File: src/rtl/memory_access_unit.sv
// memory_access_unit: RV32I memory stage; runs loads/stores over a req/ack bus, stalls upstream while busy, registers the W bundle.
//  clk, rst (async active-low)
//  M bundle in : RegWriteM, MemWriteM, ResultSrcM, Funct3M, RD_M, PCPlus4M, ALU_ResultM, WriteDataM
//  StallM      : hold upstream pipeline registers
//  bus         : bus_req/bus_we/bus_addr/bus_be/bus_wdata out, bus_ack/bus_rdata in
//  W bundle out: RegWriteW, ResultSrcW, RD_W, PCPlus4W, ALU_ResultW, ReadDataW, MisalignW, BusErrW
module memory_access_unit #(
  parameter int MAX_WAIT = 15
) (
  input  logic        clk,
  input  logic        rst,
  input  logic        RegWriteM,
  input  logic        MemWriteM,
  input  logic        ResultSrcM,
  input  logic [2:0]  Funct3M,
  input  logic [4:0]  RD_M,
  input  logic [31:0] PCPlus4M,
  input  logic [31:0] ALU_ResultM,
  input  logic [31:0] WriteDataM,
  output logic        StallM,
  output logic        bus_req,
  output logic        bus_we,
  output logic [31:0] bus_addr,
  output logic [3:0]  bus_be,
  output logic [31:0] bus_wdata,
  input  logic        bus_ack,
  input  logic [31:0] bus_rdata,
  output logic        RegWriteW,
  output logic        ResultSrcW,
  output logic [4:0]  RD_W,
  output logic [31:0] PCPlus4W,
  output logic [31:0] ALU_ResultW,
  output logic [31:0] ReadDataW,
  output logic        MisalignW,
  output logic        BusErrW
);
  typedef enum logic {IDLE, BUSY} state_t;
  state_t      state;
  logic [7:0]  cnt;
  logic [2:0]  f3_q;
  logic [1:0]  off_q;
  logic        mem_op, misalign, start, timeout, done;
  logic [3:0]  be_n;
  logic [31:0] wdata_n, ld_data;
  logic [7:0]  ld_byte;
  logic [15:0] ld_half;
  logic        ld_sign;
  assign mem_op   = MemWriteM | ResultSrcM;
  assign misalign = mem_op && ((Funct3M[1:0] == 2'b01 && ALU_ResultM[0]) ||
                               (Funct3M[1:0] == 2'b10 && ALU_ResultM[1:0] != 2'b00));
  assign start    = state == IDLE && mem_op && !misalign;
  // the abort cycle itself drops bus_req, so an ack arriving then is not taken
  assign timeout  = state == BUSY && cnt == 8'(MAX_WAIT);
  assign done     = state == BUSY && bus_ack && !timeout;
  assign bus_req  = state == BUSY && !timeout;
  // gated by rst so every output reads 0 while reset is held
  assign StallM   = rst && (start || (bus_req && !bus_ack));
  always_comb begin
    be_n    = !MemWriteM ? 4'b1111 :
              Funct3M[1:0] == 2'b00 ? 4'b0001 << ALU_ResultM[1:0] :
              Funct3M[1:0] == 2'b01 ? (ALU_ResultM[1] ? 4'b1100 : 4'b0011) : 4'b1111;
    wdata_n = !MemWriteM ? 32'd0 :
              Funct3M[1:0] == 2'b00 ? {4{WriteDataM[7:0]}} :
              Funct3M[1:0] == 2'b01 ? {2{WriteDataM[15:0]}} : WriteDataM;
    ld_byte = bus_rdata[{off_q, 3'b000} +: 8];
    ld_half = off_q[1] ? bus_rdata[31:16] : bus_rdata[15:0];
    ld_sign = !f3_q[2];
    ld_data = f3_q[1:0] == 2'b00 ? {{24{ld_sign & ld_byte[7]}}, ld_byte} :
              f3_q[1:0] == 2'b01 ? {{16{ld_sign & ld_half[15]}}, ld_half} : bus_rdata;
  end
  always_ff @(posedge clk or negedge rst) begin
    if (!rst) begin
      state     <= IDLE;
      cnt       <= 8'd0;
      f3_q      <= 3'd0;
      off_q     <= 2'd0;
      bus_we    <= 1'b0;
      bus_addr  <= 32'd0;
      bus_be    <= 4'd0;
      bus_wdata <= 32'd0;
    end else if (state == IDLE) begin
      if (start) begin
        state     <= BUSY;
        cnt       <= 8'd0;
        f3_q      <= Funct3M;
        off_q     <= ALU_ResultM[1:0];
        bus_we    <= MemWriteM;
        bus_addr  <= {ALU_ResultM[31:2], 2'b00};
        bus_be    <= be_n;
        bus_wdata <= wdata_n;
      end
    end else begin
      if (bus_ack || timeout) state <= IDLE;
      cnt <= (cnt == 8'(MAX_WAIT)) ? cnt : cnt + 8'd1;
    end
  end
  // a stalled cycle loads an all-zero bubble
  always_ff @(posedge clk or negedge rst) begin
    if (!rst) begin
      RegWriteW   <= 1'b0;
      ResultSrcW  <= 1'b0;
      RD_W        <= 5'd0;
      PCPlus4W    <= 32'd0;
      ALU_ResultW <= 32'd0;
      ReadDataW   <= 32'd0;
      MisalignW   <= 1'b0;
      BusErrW     <= 1'b0;
    end else begin
      RegWriteW   <= !StallM && RegWriteM && !misalign && !timeout;
      ResultSrcW  <= !StallM && ResultSrcM;
      RD_W        <= StallM ? 5'd0 : RD_M;
      PCPlus4W    <= StallM ? 32'd0 : PCPlus4M;
      ALU_ResultW <= StallM ? 32'd0 : ALU_ResultM;
      ReadDataW   <= (done && !bus_we) ? ld_data : 32'd0;
      MisalignW   <= !StallM && state == IDLE && misalign;
      BusErrW     <= timeout;
    end
  end
endmodule

File: config.mk
export PLATFORM = sky130hd
export DESIGN_NAME = memory_access_unit
export DESIGN_NICKNAME = d
export VERILOG_FILES = /design/src/rtl/memory_access_unit.sv
export SDC_FILE = /design/constraint.sdc
export NUM_CORES = 1
export LEC_CHECK = 0
export ABC_AREA = 1
export CORE_ASPECT_RATIO = 1.1
export CORE_MARGIN = 1.5
export CORE_UTILIZATION = 44
export DETAILED_ROUTE_END_ITERATION = 10
export HOLD_SLACK_MARGIN = 0.12
export PLACE_DENSITY = 0.81
export SLEW_MARGIN = 30
export SYNTH_ARGS = -nofsm -noshare
export SYNTH_HDL_FRONTEND = slang
export SYNTH_SLANG_ARGS = --single-unit
File: constraint.sdc
create_clock -name clk -period 1.6 [get_ports clk]
set_input_delay 0.32 -clock clk [delete_from_list [all_inputs] [get_ports clk]]
set_output_delay 0.32 -clock clk [all_outputs]
set_load 0.02 [all_outputs]
==> impl_metrics.toml, run 1 <==
[global_routing]
grt_max_degree = 104
grt_pass1_wl_microns = 38200
grt.overflow.total = 0
gr-usage-all-layers_pct = 26.9
grt_pass1_vias = 7303
grt_antenna_before_repair = 1

[detailed_routing]
drt_drc_violations_left = 0
drt_first_pass_iters = 5
route.vias.total = 7739
wl_per_cell_microns = 17.7
detailedRoute.firstIterationViolations = 454
antenna_violating_nets_post_route = 0
vias_per_cell = 4.99
wirelength_microns = 27500

[power_and_ir_drop]
swShare_pct = 37.7
power.leakage_nw = 6.93
power.net_switching_mw = 6.43
cell_internal_pwr_mw = 10.6
p_clk_share_pct = 25.7
peakVddDrop_mv = 0.909
seq_power_share_pct = 35.3
power-per-cell-area_nw_per_um2 = 1310
share_comb_of_total_power_pct = 39.0

[timing]
drv_slew = 0
period_minus_slack_ns = 1.91
skew_ns = 0.00909
finalHoldViolCount = 0
period_share_pct = 119
finalWorstSetupSlack_ns = -0.310
timing.fmax_mhz = 524
rsz_0062_raised_after_global_routing = "true"
tightest_slew_ns = 0.631
final-setup-viol-count = 97
slew-limit-headroom_pct = 58.0

[finish]
layout.cells.most_common = "sky130_fd_sc_hd__nand2_1"
fraction_of_final_layout_cells_with_drive_strength_greater_than_1_pct = 17.4
layout.nets = 1442
most-common-layout-cells = "sky130_fd_sc_hd__nand2_1 (273), sky130_fd_sc_hd__dfrtp_1 (184), sky130_fd_sc_hd__dlygate4sd2_1 (173), sky130_fd_sc_hd__clkdlybuf4s50_1 (137), sky130_fd_sc_hd__inv_1 (104)"
fillcell_total = 1302
final_core_utilization_pct = 74.1
fin_area_sq_um = 13100
finalNonFillerCells = 1552
layout-area-overhead-vs-synth_pct = 65.8

[min_path]
holdCritStartpoint = "MemWriteM"
worstHoldPathType = "input pin to flop"
worst_hold_path.num_cells = 4

[yosys]
synth.avg_cell_area_sq_um = 8.54
netlist_area_sq_um = 7880
yosys.cell_types.count = 29
syn-instance-count = 922
yosys_register_bits = 186
yosys_warnings = 0
seq_area_frac_synth_pct = 59.1

[critical_path]
setup.worst_path.class = "flop to output port"
worstPathCellList = "ha_2, buf_4, buf_6, nand3_4, nor2_4, nor2_4, buf_6"
path_buf_inv = 3
cp_top_family = "flip-flops"
timing.critical_path.arrival_ns = 1.59
worstRegToRegCells = 12
cp-start-kind = "flop"
r2r_start = "state"
slowest_stage = "sky130_fd_sc_hd__dfrtp_1"
max_stage_delay_ns = 0.39
worst-endpoint-required_ns = 1.28
timing.critical_path.to_type = "output port"
critPathMaxFanout = 2
startpoint = "cnt[1]"
timing.critical_path.depth = 7

[die]
core_area_sq_um = 17600
initial_utilization_pct = 44.7
design.die.area_sq_um = 18700
ios = 318
row_count = 51
dieWidth_microns = 131
floorplan.die.height_microns = 143

[cts]
path_clk_slew_ns = 0.08
h-tree-depth = 4
cts_tree = "built"
clock_tree.buffer_depth = 2
tritoncts_num_sinks = 186
worstSkewPairLatency_ns = 0.44
cts-buffers-inserted = 17
clock-root-buffer = "sky130_fd_sc_hd__clkbuf_16"

[run_status]
failed_checks = "setup timing"
status = "finished, violations left"

[placed_design]
dp_hpwl_microns = 17500
numPlacedInstances = 1482
detailed_place.area_sq_um = 11600
routabilityCongestion = 0.915
portbufs = 315

[flow_run]
max_cap_violations = 0
-- routing by layer --
metal | wire length (microns) | track usage, % | vias to the layer above
met3 | 1990 | 7.22 | 51
li1 | - | - | 3631
met2 | 14300 | 46.4 | 374
met5 | 0 | 0 | -
met1 | 10400 | 31.6 | 3683
met4 | 759 | 11.4 | 0
-- worst min-delay path, delay by kind of cell --
family | cells | cell delay, ns
buffers and inverters | 1 | 0.12
and+or+nand+nor | 3 | 0.16
-- power groups by stage --
stage / clock, mW / sequential [mW] / combinational [mW]
floorplan: 0 / 7.10 / 2.01
global placement: 0 / 6.08 / 6.01
detailed placement: 0 / 6.09 / 6.11
CTS: 4.43 / 5.99 / 5.91
global route: 4.61 / 6.11 / 7.11
finish: 4.38 / 6.02 / 6.64
-- metrics by stage --
stage	setup WS, ns	hold WS (ns)	total power [mW]	TNS, ns
after floorplan	0.0610	0.0244	9.10	0
after CTS	-0.317	0.328	16.3	-3.57
after global routing	-0.371	0.226	17.8	-13.07
after detailed placement	-0.786	0.230	12.2	-95.87
after global placement	-0.775	0.234	12.1	-90.33
final	-0.310	0.202	17.0	-6.55
-- registers in the layout, summed over array words and instances, names as in the netlist --
register     flops
bus_we           1
state            1
ReadDataW       32
RD_W             5
f3_q             3
bus_addr        30
MisalignW        1
RegWriteW        1
bus_be           4
ResultSrcW       1
cnt              8
off_q            2
bus_wdata       32
PCPlus4W        32
ALU_ResultW     32
BusErrW          1
-- worst paths after layout --
kind	endpoint	slack, ns
worst max register to register	bus_wdata[25]	-0.11
worst max-delay path	bus_req	-0.31
worst min-delay path	bus_be[3]	0.20
worst min register to register	bus_wdata[16]	0.48
max in group asynchronous	f3_q[1]	0.40
min in group asynchronous	ReadDataW[23]	0.34
-- cell usage after synthesis, drive strengths merged --
master    n  area share (%)
nand3    39             2.6
o31ai     2            0.19
a21oi    84             5.3
conb      1           0.048
nor2     68             3.7
buf      41             3.0
o21bai    1           0.095
ha        1            0.16
o21ai    74             4.7
nor3b     2            0.19
xor2      2            0.22
o211ai    8            0.76
dfrtp   186              59
nand4     2            0.16
nand2   283              14
clkbuf   12            0.57
inv     115             5.5
a21boi    1           0.095
-- logic make-up (layout without fill, tap and decap cells) --
logic type / Yosys count / in the layout / share of synthesized area [%]
xor+xnor: 2 / 2 / 0.222
flops: 186 / 186 / 59.1
simple gates: 394 / 395 / 20.2
other cells: 1 / 4 / 0.0476
compound gates: 170 / 170 / 11.2
fa+ha+maj: 1 / 1 / 0.159
buf+inv: 168 / 556 / 9.07
-- timing repair --
item                                    4_1_cts  5_1_grt
pin swaps                                     6        5
resized for setup                           217      104
gates cloned                                  6       12
setup buffers                                 8       14
endpoints found under the setup margin      307      134
hold endpoints to repair                    155        0
hold buffers                                  1        0
-- layout make-up --
class | instances | area, sq um | area share, %
Multi-Input combinational cell | 570 | 2950 | 22.6
Clock buffer | 17 | 425 | 3.26
Antenna cell | 2 | 5.00 | 0.0383
Sequential cell | 186 | 4660 | 35.7
Timing Repair inverter | 1 | 7.51 | 0.0575
Timing Repair Buffer | 408 | 4080 | 31.3
Clock inverter | 15 | 193 | 1.48
Tap cell | 238 | 298 | 2.28
Inverter | 115 | 438 | 3.35
(Power assumes the default switching activity.)
==> inputs of run 2 (changes only) <==
GPL_TIMING_DRIVEN = 0   (was unset)
==> impl_metrics.toml, run 2 (same netlist as run 1, synthesis figures left out) <==
[global_routing]
grt.overflow.total = 0
grt_max_degree = 68
grt_antenna_before_repair = 1
grt_pass1_vias = 7595
gr-usage-all-layers_pct = 28.0
grt_pass1_wl_microns = 39600

[timing]
tightest_slew_ns = 0.594
finalHoldViolCount = 45
finalWorstSetupSlack_ns = -0.303
skew_ns = 0.0125
period_minus_slack_ns = 1.90
hold_slack_ns = -0.249
drv_slew = 0
rsz_0062_raised_after_global_routing = "true"
period_share_pct = 119
setup_total_negative_slack_ns = -1.84
slew-limit-headroom_pct = 60.3
timing.fmax_mhz = 525
final-setup-viol-count = 32

[detailed_routing]
drt_drc_violations_left = 0
wirelength_microns = 25900
wl_per_cell_microns = 16.8
detailedRoute.firstIterationViolations = 530
route.vias.total = 7579
vias_per_cell = 4.93
antenna_violating_nets_post_route = 0
drt_first_pass_iters = 5

[critical_path]
worstPathCellList = "ha_4, inv_4, nor2_4, nand3_2, nand3_2, a21boi_2, buf_6"
critical_path.most_common_cell = "sky130_fd_sc_hd__nand3_2"
setup.worst_path.class = "flop to output port"
worst-endpoint-required_ns = 1.28
path_buf_inv = 2
timing.critical_path.arrival_ns = 1.58
max_stage_delay_ns = 0.42
critPathMaxFanout = 2
timing.critical_path.to_type = "output port"
cp-start-kind = "flop"
slowest_stage = "sky130_fd_sc_hd__dfrtp_1"
cp_top_family = "flip-flops"

[finish]
multi_input_area_sq_um = 2670
finalNonFillerCells = 1536
layout.nets = 1427
fillcell_total = 1499
ff_latch_area_sq_um = 4660
layout-area-overhead-vs-synth_pct = 56.0
layout.cells.most_common = "sky130_fd_sc_hd__nand2_1"
most-common-layout-cells = "sky130_fd_sc_hd__nand2_1 (277), sky130_fd_sc_hd__dfrtp_1 (183), sky130_fd_sc_hd__dlygate4sd2_1 (173), sky130_fd_sc_hd__clkdlybuf4s50_1 (136), sky130_fd_sc_hd__inv_1 (103)"
fraction_of_final_layout_cells_with_drive_strength_greater_than_1_pct = 11.8

[run_status]
status = "finished, violations left"
failed_checks = "hold timing, setup timing"

[die]
floorplan.die.height_microns = 143
core_area_sq_um = 17600
dieWidth_microns = 131
design.die.area_sq_um = 18700
row_count = 51
initial_utilization_pct = 44.7
ios = 318

[cts]
worstSkewPairLatency_ns = 0.44
clock_tree.buffer_depth = 2
h-tree-depth = 4
path_clk_slew_ns = 0.07
cts-buffers-inserted = 17
cts_tree = "built"
clock-root-buffer = "sky130_fd_sc_hd__clkbuf_16"
tritoncts_num_sinks = 186

[power_and_ir_drop]
peakVddDrop_mv = 0.844
power-per-cell-area_nw_per_um2 = 1330
report.power.total_mw = 16.3
power.leakage_nw = 6.67

[flow_run]
max_cap_violations = 0

[min_path]
worstHoldPathType = "input pin to async pin"

[placed_design]
pre_cts_ws_ns = -1.23
dp_hpwl_microns = 18700
portbufs = 313
numPlacedInstances = 1476
routabilityCongestion = 0.922
run 2: repair_timing:
action	CTS	global route
endpoints found under the setup margin	269	104
resized for setup	226	35
pin swaps	9	7
hold endpoints to repair	82	45
gates cloned	1	2
buffers inserted	22	6
run 2: through the flow:
step           util (%)  area (sq um)
5_1_grt            69.8         12300
3_5_place_dp       64.6         11400
3_3_place_gp       64.2         11300
2_1_floorplan         -          7880
6_report           69.8         12300
4_1_cts            68.7         12100
run 2: cell type report:
type	count	share of cell area, %
flip-flops and latches	186	37.9
repair buffers	343	26.6
multi-input cells	570	21.7
inverters	115	3.58
clock buffers	17	3.46
plain buffers	51	2.69
well taps	238	2.42
clock inverters	15	1.64
diodes	1	0.0204
run 2: report_power, final:
part,total (mW),switching (mW),internal (mW)
Sequential,6.01,0.428,5.58
Clock,4.46,2.06,2.40
Combinational,5.82,3.60,2.23
run 2: path summary, 6_finish.rpt:
check,cells after the start,to,from,slack [ns]
setup reg to reg,12,RegWriteW,cnt[0],-0.15
setup / recovery,7,StallM,cnt[0],-0.30
max in group asynchronous,2,ReadDataW[11],rst,1.20
min in group clk,3,f3_q[0],Funct3M[0],0.27
hold reg to reg,2,bus_wdata[16],bus_wdata[16],0.48
hold / removal,1,ReadDataW[29],rst,-0.25
run 2: metal layers:
| metal | GRT usage [%] | vias up | wire length (microns) |
|---|---|---|---|
| met3 | 8.27 | 58 | 2170 |
| li1 | - | 3595 | - |
| met1 | 33.1 | 3597 | 9960 |
| met4 | 11.3 | 0 | 801 |
| met5 | 0 | - | 0 |
| met2 | 47.5 | 329 | 12900 |
